`src/rtl/spi_regctrl.sv`:
```
// SPI register controller: plays a parameterised init table after reset, then serves
// register write/read commands, with an optional shadow file to suppress redundant writes.
module spi_regctrl #(
  parameter int unsigned ADDR_W     = 5,
  parameter int unsigned DATA_W     = 8,
  parameter int unsigned PAD_W      = 2,
  parameter int unsigned INIT_DEPTH = 20,
  parameter logic [INIT_DEPTH*(DATA_W+1)-1:0] INIT_TABLE = '0,
  parameter int unsigned SCLK_DIV   = 1,
  parameter int unsigned GAP_CYC    = 1,
  parameter bit          SKIP_REDUNDANT = 1'b1
) (
  input  logic              clk,
  input  logic              rst_n,
  input  logic              cmd_rqst,
  input  logic              cmd_rw,
  input  logic [ADDR_W-1:0] cmd_addr,
  input  logic [DATA_W-1:0] cmd_data,
  output logic              cmd_ack,
  output logic [DATA_W-1:0] rd_data,
  output logic              rd_valid,
  output logic              init_done,
  output logic              busy,
  output logic              spi_sclk,
  output logic              spi_sen_n,
  output logic              spi_sdio,
  input  logic              spi_sdo
);

  localparam int unsigned FW    = 1 + PAD_W + ADDR_W + DATA_W;
  localparam int unsigned EW    = DATA_W + 1;
  localparam int unsigned IDX_W = $clog2(INIT_DEPTH + 1);
  localparam int unsigned BIT_W = $clog2(FW);
  localparam int unsigned DIV_W = (SCLK_DIV > 1) ? $clog2(SCLK_DIV) : 1;
  localparam int unsigned GAP_W = (GAP_CYC > 1) ? $clog2(GAP_CYC) : 1;
  localparam int unsigned NREG  = 1 << ADDR_W;

  typedef enum logic [1:0] {ST_INIT, ST_IDLE, ST_SHIFT, ST_GAP} state_e;

  state_e            state_q, state_d;
  logic [IDX_W-1:0]  idx_q, idx_d;
  logic [FW-1:0]     sr_q, sr_d;
  logic [BIT_W-1:0]  bit_q, bit_d;
  logic [DIV_W-1:0]  div_q, div_d;
  logic [GAP_W-1:0]  gap_q, gap_d;
  logic              sclk_q, sclk_d;
  logic              rw_q, rw_d;
  logic [DATA_W-1:0] rx_q, rx_d;
  logic [DATA_W-1:0] rd_data_q, rd_data_d;
  logic              rd_valid_q, rd_valid_d;
  logic              ack_q, ack_d;
  logic              done_q, done_d;
  logic [DATA_W-1:0] shadow_q [NREG];
  logic [DATA_W-1:0] shadow_d [NREG];
  logic [NREG-1:0]   shv_q, shv_d;

  logic [IDX_W-1:0]  idx_sel;
  logic [EW-1:0]     entry;
  logic [DATA_W:0]   rx_cat;
  logic              skip;
  logic              load;
  logic              ld_rw;
  logic [ADDR_W-1:0] ld_addr;
  logic [DATA_W-1:0] ld_data;

  assign idx_sel = (idx_q < IDX_W'(INIT_DEPTH)) ? idx_q : '0;
  assign entry   = INIT_TABLE[32'(idx_sel)*EW +: EW];
  assign rx_cat  = {rx_q, spi_sdo};
  assign skip    = SKIP_REDUNDANT && !cmd_rw && shv_q[cmd_addr] &&
                   (shadow_q[cmd_addr] == cmd_data);

  always_comb begin
    state_d    = state_q;
    idx_d      = idx_q;
    sr_d       = sr_q;
    bit_d      = bit_q;
    div_d      = div_q;
    gap_d      = gap_q;
    sclk_d     = sclk_q;
    rw_d       = rw_q;
    rx_d       = rx_q;
    rd_data_d  = rd_data_q;
    rd_valid_d = 1'b0;
    ack_d      = 1'b0;
    done_d     = done_q;
    shadow_d   = shadow_q;
    shv_d      = shv_q;
    load       = 1'b0;
    ld_rw      = 1'b0;
    ld_addr    = '0;
    ld_data    = '0;

    case (state_q)
      ST_INIT: begin
        if (idx_q == IDX_W'(INIT_DEPTH)) begin
          done_d  = 1'b1;
          state_d = ST_IDLE;
        end else begin
          idx_d = idx_q + 1'b1;
          if (entry[DATA_W]) begin
            load    = 1'b1;
            ld_addr = ADDR_W'(idx_q);
            ld_data = entry[DATA_W-1:0];
          end
        end
      end
      ST_IDLE: begin
        // ack_q guard keeps a still-held request from being accepted twice
        if (cmd_rqst && !ack_q) begin
          ack_d = 1'b1;
          if (!skip) begin
            load    = 1'b1;
            ld_rw   = cmd_rw;
            ld_addr = cmd_addr;
            ld_data = cmd_rw ? '0 : cmd_data;
          end
        end
      end
      ST_SHIFT: begin
        if (div_q == DIV_W'(SCLK_DIV - 1)) begin
          div_d = '0;
          if (!sclk_q) begin
            sclk_d = 1'b1;
          end else begin
            sclk_d = 1'b0;
            sr_d   = {sr_q[FW-2:0], 1'b0};
            bit_d  = bit_q + 1'b1;
            if (rw_q && (bit_q >= BIT_W'(FW - DATA_W))) rx_d = rx_cat[DATA_W-1:0];
            if (bit_q == BIT_W'(FW - 1)) begin
              state_d = ST_GAP;
              gap_d   = '0;
              if (rw_q) begin
                rd_data_d  = rx_cat[DATA_W-1:0];
                rd_valid_d = 1'b1;
              end
            end
          end
        end else begin
          div_d = div_q + 1'b1;
        end
      end
      ST_GAP: begin
        if (gap_q == GAP_W'(GAP_CYC - 1)) state_d = done_q ? ST_IDLE : ST_INIT;
        else gap_d = gap_q + 1'b1;
      end
      default: state_d = ST_INIT;
    endcase

    if (load) begin
      state_d = ST_SHIFT;
      sr_d    = (FW'(ld_rw) << (FW - 1)) | (FW'(ld_addr) << DATA_W) | FW'(ld_data);
      bit_d   = '0;
      div_d   = '0;
      sclk_d  = 1'b0;
      rw_d    = ld_rw;
      if (!ld_rw) begin
        shadow_d[ld_addr] = ld_data;
        shv_d[ld_addr]    = 1'b1;
      end
    end
  end

  always_ff @(posedge clk or negedge rst_n) begin
    if (!rst_n) begin
      state_q    <= ST_INIT;
      idx_q      <= '0;
      sr_q       <= '0;
      bit_q      <= '0;
      div_q      <= '0;
      gap_q      <= '0;
      sclk_q     <= 1'b0;
      rw_q       <= 1'b0;
      rx_q       <= '0;
      rd_data_q  <= '0;
      rd_valid_q <= 1'b0;
      ack_q      <= 1'b0;
      done_q     <= 1'b0;
      shadow_q   <= '{default: '0};
      shv_q      <= '0;
    end else begin
      state_q    <= state_d;
      idx_q      <= idx_d;
      sr_q       <= sr_d;
      bit_q      <= bit_d;
      div_q      <= div_d;
      gap_q      <= gap_d;
      sclk_q     <= sclk_d;
      rw_q       <= rw_d;
      rx_q       <= rx_d;
      rd_data_q  <= rd_data_d;
      rd_valid_q <= rd_valid_d;
      ack_q      <= ack_d;
      done_q     <= done_d;
      shadow_q   <= shadow_d;
      shv_q      <= shv_d;
    end
  end

  assign cmd_ack   = ack_q;
  assign rd_data   = rd_data_q;
  assign rd_valid  = rd_valid_q;
  assign init_done = done_q;
  assign busy      = (state_q == ST_SHIFT) || (state_q == ST_GAP);
  assign spi_sclk  = sclk_q;
  assign spi_sen_n = (state_q != ST_SHIFT);
  assign spi_sdio  = sr_q[FW-1];

endmodule

```
`config.mk`:
```
export PLATFORM = sky130hd
export DESIGN_NAME = spi_regctrl
export DESIGN_NICKNAME = d
export VERILOG_FILES = /design/src/rtl/spi_regctrl.sv
export SDC_FILE = /design/constraint.sdc
export NUM_CORES = 1
export LEC_CHECK = 0
export CORE_MARGIN = 2
export CORE_UTILIZATION = 42
export CTS_BUF_LIST = sky130_fd_sc_hd__clkbuf_16
export DETAILED_ROUTE_END_ITERATION = 8
export PLACE_DENSITY = 0.69
export SETUP_SLACK_MARGIN = 0.5
export SKIP_LAST_GASP = 1
export SYNTH_ARGS = -nofsm -noshare
export SYNTH_HDL_FRONTEND = slang
export SYNTH_SLANG_ARGS = --single-unit
```
`constraint.sdc`:
```
create_clock -name clk -period 3.4 [get_ports clk]
set_input_delay 0.51 -clock clk [delete_from_list [all_inputs] [get_ports clk]]
set_output_delay 0.51 -clock clk [all_outputs]
set_load 0.01 [all_outputs]
```
==> results by group, run 1 <==
Detailed routing
  • Drt initial violations: 1353
  • DRC viols: 0
  • Wirelength, routed: 52.5 mm
  • Via count: 12255
  • Vias per inst: 6.51
  • First-pass iteration count of the detailed router: 5
  • Final ANT Viol Nets: 0
  • WL/cell: 27.9 µm

Timing
  • Period minus WS final: 3090 ps
  • Fmax: 323 MHz
  • Setup Skew: 27.0 ps
  • Pins Over Slew Limit: 0
  • RSZ-0062 raised after global routing: yes
  • Setup WS post-layout: 308 ps
  • Slew at the pin closest to its max-slew limit: 950 ps
  • Fin Setup TNS: 0 ps
  • Rel. slew slack: 36.5%
  • Setup violators final: 0
  • Fin Hold WS: 467 ps
  • Final Hold Viols: 0
  • Part of the cycle the worst path needs: 90.9%

Global routing
  • Met1 usage: 37.6%
  • Total GRT Usage: 27.5%
  • Number of global-route vias before repair: 12648
  • M3 GR Usage: 5.78%
  • Initial antenna violation count: 0
  • Busiest grt layer: met2
  • Grt met2 use: 42.9%
  • Largest net degree at the start of global routing: 84
  • GRT overflow: 0
  • First-pass GRT wire length: 80.2 mm

Floorplanning
  • Rows: 70
  • Core box area: 0.0365 mm²
  • Die Ht: 196 µm
  • Full die area: 0.0386 mm²
  • Ports: 33
  • Die Wd: 196 µm
  • Initial Utilization: 42.6%

Min path
  • Critical hold path startpoint: shv_q[7]
  • Hold WC Path Type: register to register
  • Hold Path Sink: shv_q[7]
  • Hold path depth: 1

Yosys
  • Syn Inst Count: 1199
  • Synth cell types: 53
  • Primary FF master, synth: dfrtp_1
  • Area of the mapped netlist: 0.0156 mm²
  • Flop and latch count out of synthesis: 335
  • Post-Synthesis Net Count: 1225
  • Commonest cells post-synth: 335 x dfrtp_1, 78 x mux2_2, 75 x o21ai_0
  • Count leader, synth: dfrtp_1
  • Yosys Warn Count: 0
  • Synth top area share: 53.9%
  • Number of synthesized flops with an enable pin: 0
  • Register area share after synthesis: 53.9%
  • Leading area contributor after synthesis: dfrtp_1
  • Async SR Flop Fraction: 100%
  • Synth area leaders: dfrtp_1 54%, mux4_2 9.6%, mux2_2 5.6%
  • Syn Area/Cell: 13.0 µm²

Finish
  • Layout Area Growth over Synthesis: 35.7%
  • Layout Nets: 1418
  • Layout Utilization: 57.8%
  • Antenna cells: 0
  • Share of cells above drive strength 1: 43.1%

Worst setup path
  • Req. time, crit path: 3810 ps
  • Register-to-Register Path Depth: 12
  • Worst flop-to-flop path endpoint: shadow_q[175]
  • Critical Path Start Type: register
  • Crit path from: shadow_q[35]
  • Setup CP Type: register to register
  • R2R Setup Slk: 310 ps
  • Arrival @ worst endpoint: 3500 ps
  • Worst R2R Start: shadow_q[35]
  • CP Max Fanout: 6
  • Crit. End Element: register

Pwr
  • Max VDD drop: 0.416 mV
  • Design Power: 10.4 mW
  • Leak pwr: 9.30 nW
  • Power density over cell area: 492 mW/mm²

Clock tree
  • H-tree Lvls: 2
  • CTS tree: built
  • CTS Sinks: 335
  • Clock Tree Buf Depth: 3
  • Clk Latency, worst-skew pair: 540 ps
  • TritonCTS Buffers: 35
  • Clock root cell: clkbuf_16
  • CTS clk-pin slew, worst paths: 60 ps

Job
  • Max Cap Viol: 0

Placed design
  • Post-Place Worst Slack: -662 ps
  • HPWL after DPL: 32.7 mm
  • GPL Wtd Cong: 0.906
  • Port-buffer cells: 32

Run status
  • Outcome: complete, no violations
-- final cells by class --
cell class	count	area, µm²
Timing Repair Buffer	244	2970
Clock inverter	23	138
Multi-Input combinational cell	767	8100
Clock buffer	36	901
Inverter	9	33.8
Sequential cell	335	8380
Fill cell	2692	15400
Tap cell	468	586
-- flip-flops by register name, summed over array words and instances (netlist names) --
register / flops
idx_q: 5
rd_data: 8
cmd_ack: 1
bit_q: 4
sr_q: 16
init_done: 1
state_q: 2
rx_q: 7
rd_valid: 1
shadow_q: 256
spi_sclk: 1
shv_q: 32
rw_q: 1
-- power by group --
part / internal, mW / switching, mW / total [mW]
sequential: 4.36 / 0.238 / 4.60
clock: 1.99 / 1.62 / 3.61
combinational: 0.970 / 1.20 / 2.17
-- how the worst max path moves through the flow --
stage                         end  slack [ps]  cells after the start
floorplan           shadow_q[104]         190                     12
detailed placement  shadow_q[232]        -660                     12
global route        shadow_q[175]         280                     12
finish              shadow_q[175]         310                     12
global placement    shadow_q[248]        -640                     12
CTS                 shadow_q[175]         280                     12
-- through the flow --
| step | cells | area (µm²) |
|---|---|---|
| floorplan | 1199 | 15800 |
| global placement | 1754 | 17600 |
| finish | 1882 | 21100 |
| global route | 1882 | 21100 |
| detailed placement | 1754 | 17600 |
| CTS | 1856 | 20600 |
-- layer usage --
metal / up-vias / part of all wire, %
li1: 5000 / -
met1: 6332 / 40
met2: 754 / 47
met3: 169 / 8.9
met4: 0 / 4.7
met5: - / 0
-- layout by cell type, fill, tap and decap left out, types with 30 or more instances in the layout --
master	instances
o2bb2ai_2	52
dfrtp_1	335
mux2_2	41
mux4_2	66
nand2_1	42
buf_6	30
mux2i_1	34
clkbuf_16	38
buf_4	113
o31ai_1	34
o21ai_1	38
a22o_1	54
buf_12	40
mux2_4	45
nor2_1	32
-- logic make-up after synthesis --
group,after synthesis,synth area share (%)
compound gates,323,15.2
simple gates,233,8.32
fa+ha+maj,8,0.644
buf+inv,99,2.97
mux,186,18.2
flops,335,53.9
xor+xnor,15,0.845
-- worst max-delay path: stages (launching register included) --
cell and delay (ps):
dfrtp_1 380, mux4_2 540, o22ai_4 210, nor4_2 80, xor2_1 150, nor4_2 350
buf_4 180, and4_4 280, buf_6 130, nor3_4 40, buf_12 170, buf_12 140
mux2_4 290
-- what timing repair did --
item | in CTS | in global routing
gates cloned | 18 | 3
hold endpoints to repair | 38 | 0
hold buffers | 1 | 0
gates resized for setup | 326 | 54
setup buffers | 24 | 23
setup endpoints to repair | 312 | 307
pin swaps | 99 | 13
Note: power is estimated with default switching activity, not from simulation.
==> run 2: changes to the inputs <==
--- a/config.mk
+++ b/config.mk
@@ -8,6 +8,7 @@
 export CORE_MARGIN = 2
 export CORE_UTILIZATION = 42
 export CTS_BUF_LIST = sky130_fd_sc_hd__clkbuf_16
+export CTS_CLUSTER_SIZE = 24
 export DETAILED_ROUTE_END_ITERATION = 8
 export PLACE_DENSITY = 0.69
 export SETUP_SLACK_MARGIN = 0.5
==> results of run 2 <==
Final layout, timing and power as in run 1 (identical DEF).
==> run 3: changes to the inputs <==
--- a/config.mk
+++ b/config.mk
@@ -5,6 +5,7 @@
 export SDC_FILE = /design/constraint.sdc
 export NUM_CORES = 1
 export LEC_CHECK = 0
+export CORE_ASPECT_RATIO = 1.2
 export CORE_MARGIN = 2
 export CORE_UTILIZATION = 42
 export CTS_BUF_LIST = sky130_fd_sc_hd__clkbuf_16
==> run 3 against run 2 <==
The flow now finishes with violations (negative hold slack). Largest cell class is now multi-input gates. Highest routed layer is now met5. First-iteration DRC count increased by 8.6%. Core utilization increased by 1.8 points. Sequential share of layout area decreased by 1.4 points. Global-route usage decreased by 2.4 points. Setup slack got worse by 52 ps. Hold slack got worse by 490 ps. Cell count increased by 0.85%. Routed wire length increased by 3.3%.
==> results by group, run 3 (synthesis results as in run 1) <==
Worst setup path
  • CP Max Fanout: 8 (+2)
  • Most frequent CP cell: mux4_2
  • Setup CP Type: register to register
  • WP depth: 9 (-3)
  • CP delay by family, top: multiplexers
  • Arrival @ worst endpoint: 3560 ps (+60 ps)
  • Crit-path cells: mux4_2 -> mux4_2 -> mux2i_1 -> nor2_2 -> and4_4 -> buf_16 -> or3_4 -> buf_12 -> a22o_1
  • R2R Setup Slk: 260 ps (-50 ps)
  • Crit. End Element: register
  • Crit path from: shv_q[18]
  • Critical Path Start Type: register
  • Worst flop-to-flop path endpoint: shadow_q[97]
  • Crit path capture: shadow_q[97]
  • CP max stage cell: mux4_2
  • Register-to-Register Path Depth: 9 (-3)
  • Worst path max stage delay: 540 ps (about the same)
  • Critical path buffers and inverters: 2 (-2)
  • Req. time, crit path: 3820 ps (about the same)
  • Worst R2R Start: shv_q[18]

Run status
  • Outcome: finished, violations left
  • Failing checks: negative hold slack

Pwr
  • Sequential power share: 41.7% (-2.6 points)
  • Comb power frac: 19.9% (-1.0 points)
  • Internal power: 7.86 mW (+7.4%)
  • NetSw: 3.21 mW (+4.8%)
  • Net Sw Frac: 29.0% (-0.50 points)
  • Max VDD drop: 0.381 mV (-8.5%)
  • Clock network fraction of total power: 38.4% (+3.6 points)
  • Power density over cell area: 506 mW/mm² (+2.9%)
  • Leak pwr: 9.57 nW (+2.9%)

Timing
  • RSZ-0062 raised after global routing: yes
  • Fmax: 318 MHz (-1.6%)
  • Setup Skew: 16.1 ps (-11.0 ps)
  • Rel. slew slack: 4.87% (-32 points)
  • Period minus WS final: 3140 ps (+51.8 ps)
  • Slew at the pin closest to its max-slew limit: 1430 ps (+477 ps)
  • Fin Hold WS: -25.8 ps (-492 ps)
  • Pins Over Slew Limit: 0 (unchanged)
  • Setup violators final: 0 (unchanged)
  • Part of the cycle the worst path needs: 92.5% (+1.5 points)
  • Final Hold Viols: 6 (+6)

Clock tree
  • CTS Sinks: 335 (unchanged)
  • Hold Buf Count CTS: 0 (-1)
  • Clock root cell: clkbuf_16
  • CTS clk-pin slew, worst paths: 60 ps (about the same)
  • Clk Latency, worst-skew pair: 540 ps (about the same)
  • H-tree Lvls: 2 (unchanged)
  • TritonCTS Buffers: 38 (+8.6%)
  • Clock Tree Buf Depth: 3 (unchanged)
  • CTS tree: built

Floorplanning
  • Die Ht: 215 µm (+9.4%)
  • Full die area: 0.0386 mm² (about the same)
  • Core box area: 0.0367 mm² (+0.50%)
  • Rows: 77 (+10%)
  • Initial Utilization: 42.4% (-0.21 points)
  • Ports: 33 (unchanged)
  • Die Wd: 180 µm (-8.5%)

Finish
  • Commonest non-fill, non-tap cell in the layout: dfrtp_1
  • Max reg flops: 256 (unchanged)
  • Most frequent cells in the layout: 335 x dfrtp_1, 121 x buf_4, 66 x mux4_2
  • Share of cells above drive strength 1: 45.1% (+2.0 points)
  • Layout Nets: 1423 (+0.35%)
  • Antenna cells: 0 (unchanged)
  • Biggest register: shadow_q
  • Layout Area Growth over Synthesis: 40.6%
  • Layout Utilization: 59.6% (+1.8 points)
  • Biggest regs: shadow_q: 256 flops, shv_q: 32 flops, sr_q: 16 flops

Detailed routing
  • First-pass iteration count of the detailed router: 5 (unchanged)
  • Wirelength, routed: 54.3 mm (+3.3%)
  • WL/cell: 28.6 µm (+2.5%)
  • DRC viols: 0 (unchanged)
  • Final ANT Viol Nets: 0 (unchanged)
  • Vias per inst: 6.53 (+0.26%)
  • Drt initial violations: 1469 (+8.6%)
  • Via count: 12391 (+1.1%)

Placed design
  • HPWL after DPL: 33.2 mm (+1.5%)
  • GPL Wtd Cong: 0.888 (-2.0%)
  • Port-buffer cells: 32 (unchanged)

Job
  • Max Cap Viol: 0 (unchanged)

Global routing
  • Initial antenna violation count: 1 (+1)
  • First-pass GRT wire length: 75.1 mm (-6.3%)
  • Total GRT Usage: 25.1% (-2.4 points)
  • GRT overflow: 0 (unchanged)
  • Largest net degree at the start of global routing: 92 (+9.5%)
  • Number of global-route vias before repair: 12436 (-1.7%)

Min path
  • Hold WC Path Type: input port to asynchronous set/reset pin
run 3: final cells by class:
class	count	area (µm²)
timing repair buffer	247	2960
fill	2571	14800
clock inverter	28	290
inverter	9	33.8
clock buffer	39	976
multi-input combinational	766	8630
sequential	335	8380
tap	474	593
run 3: metal layers:
layer  up-vias  wire, µm  GRT usage, %
li1       5001         -             -
met1      6285     19800          31.9
met2       861     25800          40.7
met3       242      5150          5.78
met4         2      3520          12.0
met5         -        13             0
run 3: stage by stage:
stage / TNS [ps] / power (mW) / area (µm²) / cells / setup WS, ps
2_1_floorplan: 0 / 5.65 / 15800 / 1199 / 186
3_3_place_gp: -104830 / 6.34 / 17600 / 1767 / -422
3_5_place_dp: -116160 / 6.40 / 17600 / 1767 / -456
4_1_cts: 0 / 10.7 / 19700 / 1869 / 379
5_1_grt: 0 / 11.4 / 21900 / 1898 / 207
6_report: 0 / 11.1 / 21900 / 1898 / 256
run 3: power groups by stage:
stage	registers [mW]	logic (mW)	clock network, mW
6_report	4.61	2.20	4.25
5_1_grt	4.65	2.33	4.44
4_1_cts	4.59	1.87	4.26
3_5_place_dp	4.65	1.75	0
3_3_place_gp	4.64	1.70	0
2_1_floorplan	4.58	1.07	0
run 3: how the worst min path moves through the flow:
stage                         start   endpoint  slack (ps)
after floorplan               rst_n   bit_q[0]         210
after global placement    shv_q[16]  shv_q[16]         440
after detailed placement  shv_q[20]  shv_q[20]         450
after CTS                     rst_n   idx_q[4]          30
after global routing          rst_n   idx_q[4]          50
final                         rst_n   idx_q[0]         -30
run 3: timing repair:
action                                  in CTS  in global routing
pin swaps                                   26                 62
gates cloned                                 7                 14
setup buffers                               28                 15
gates resized for setup                     80                322
endpoints found under the setup margin     312                309
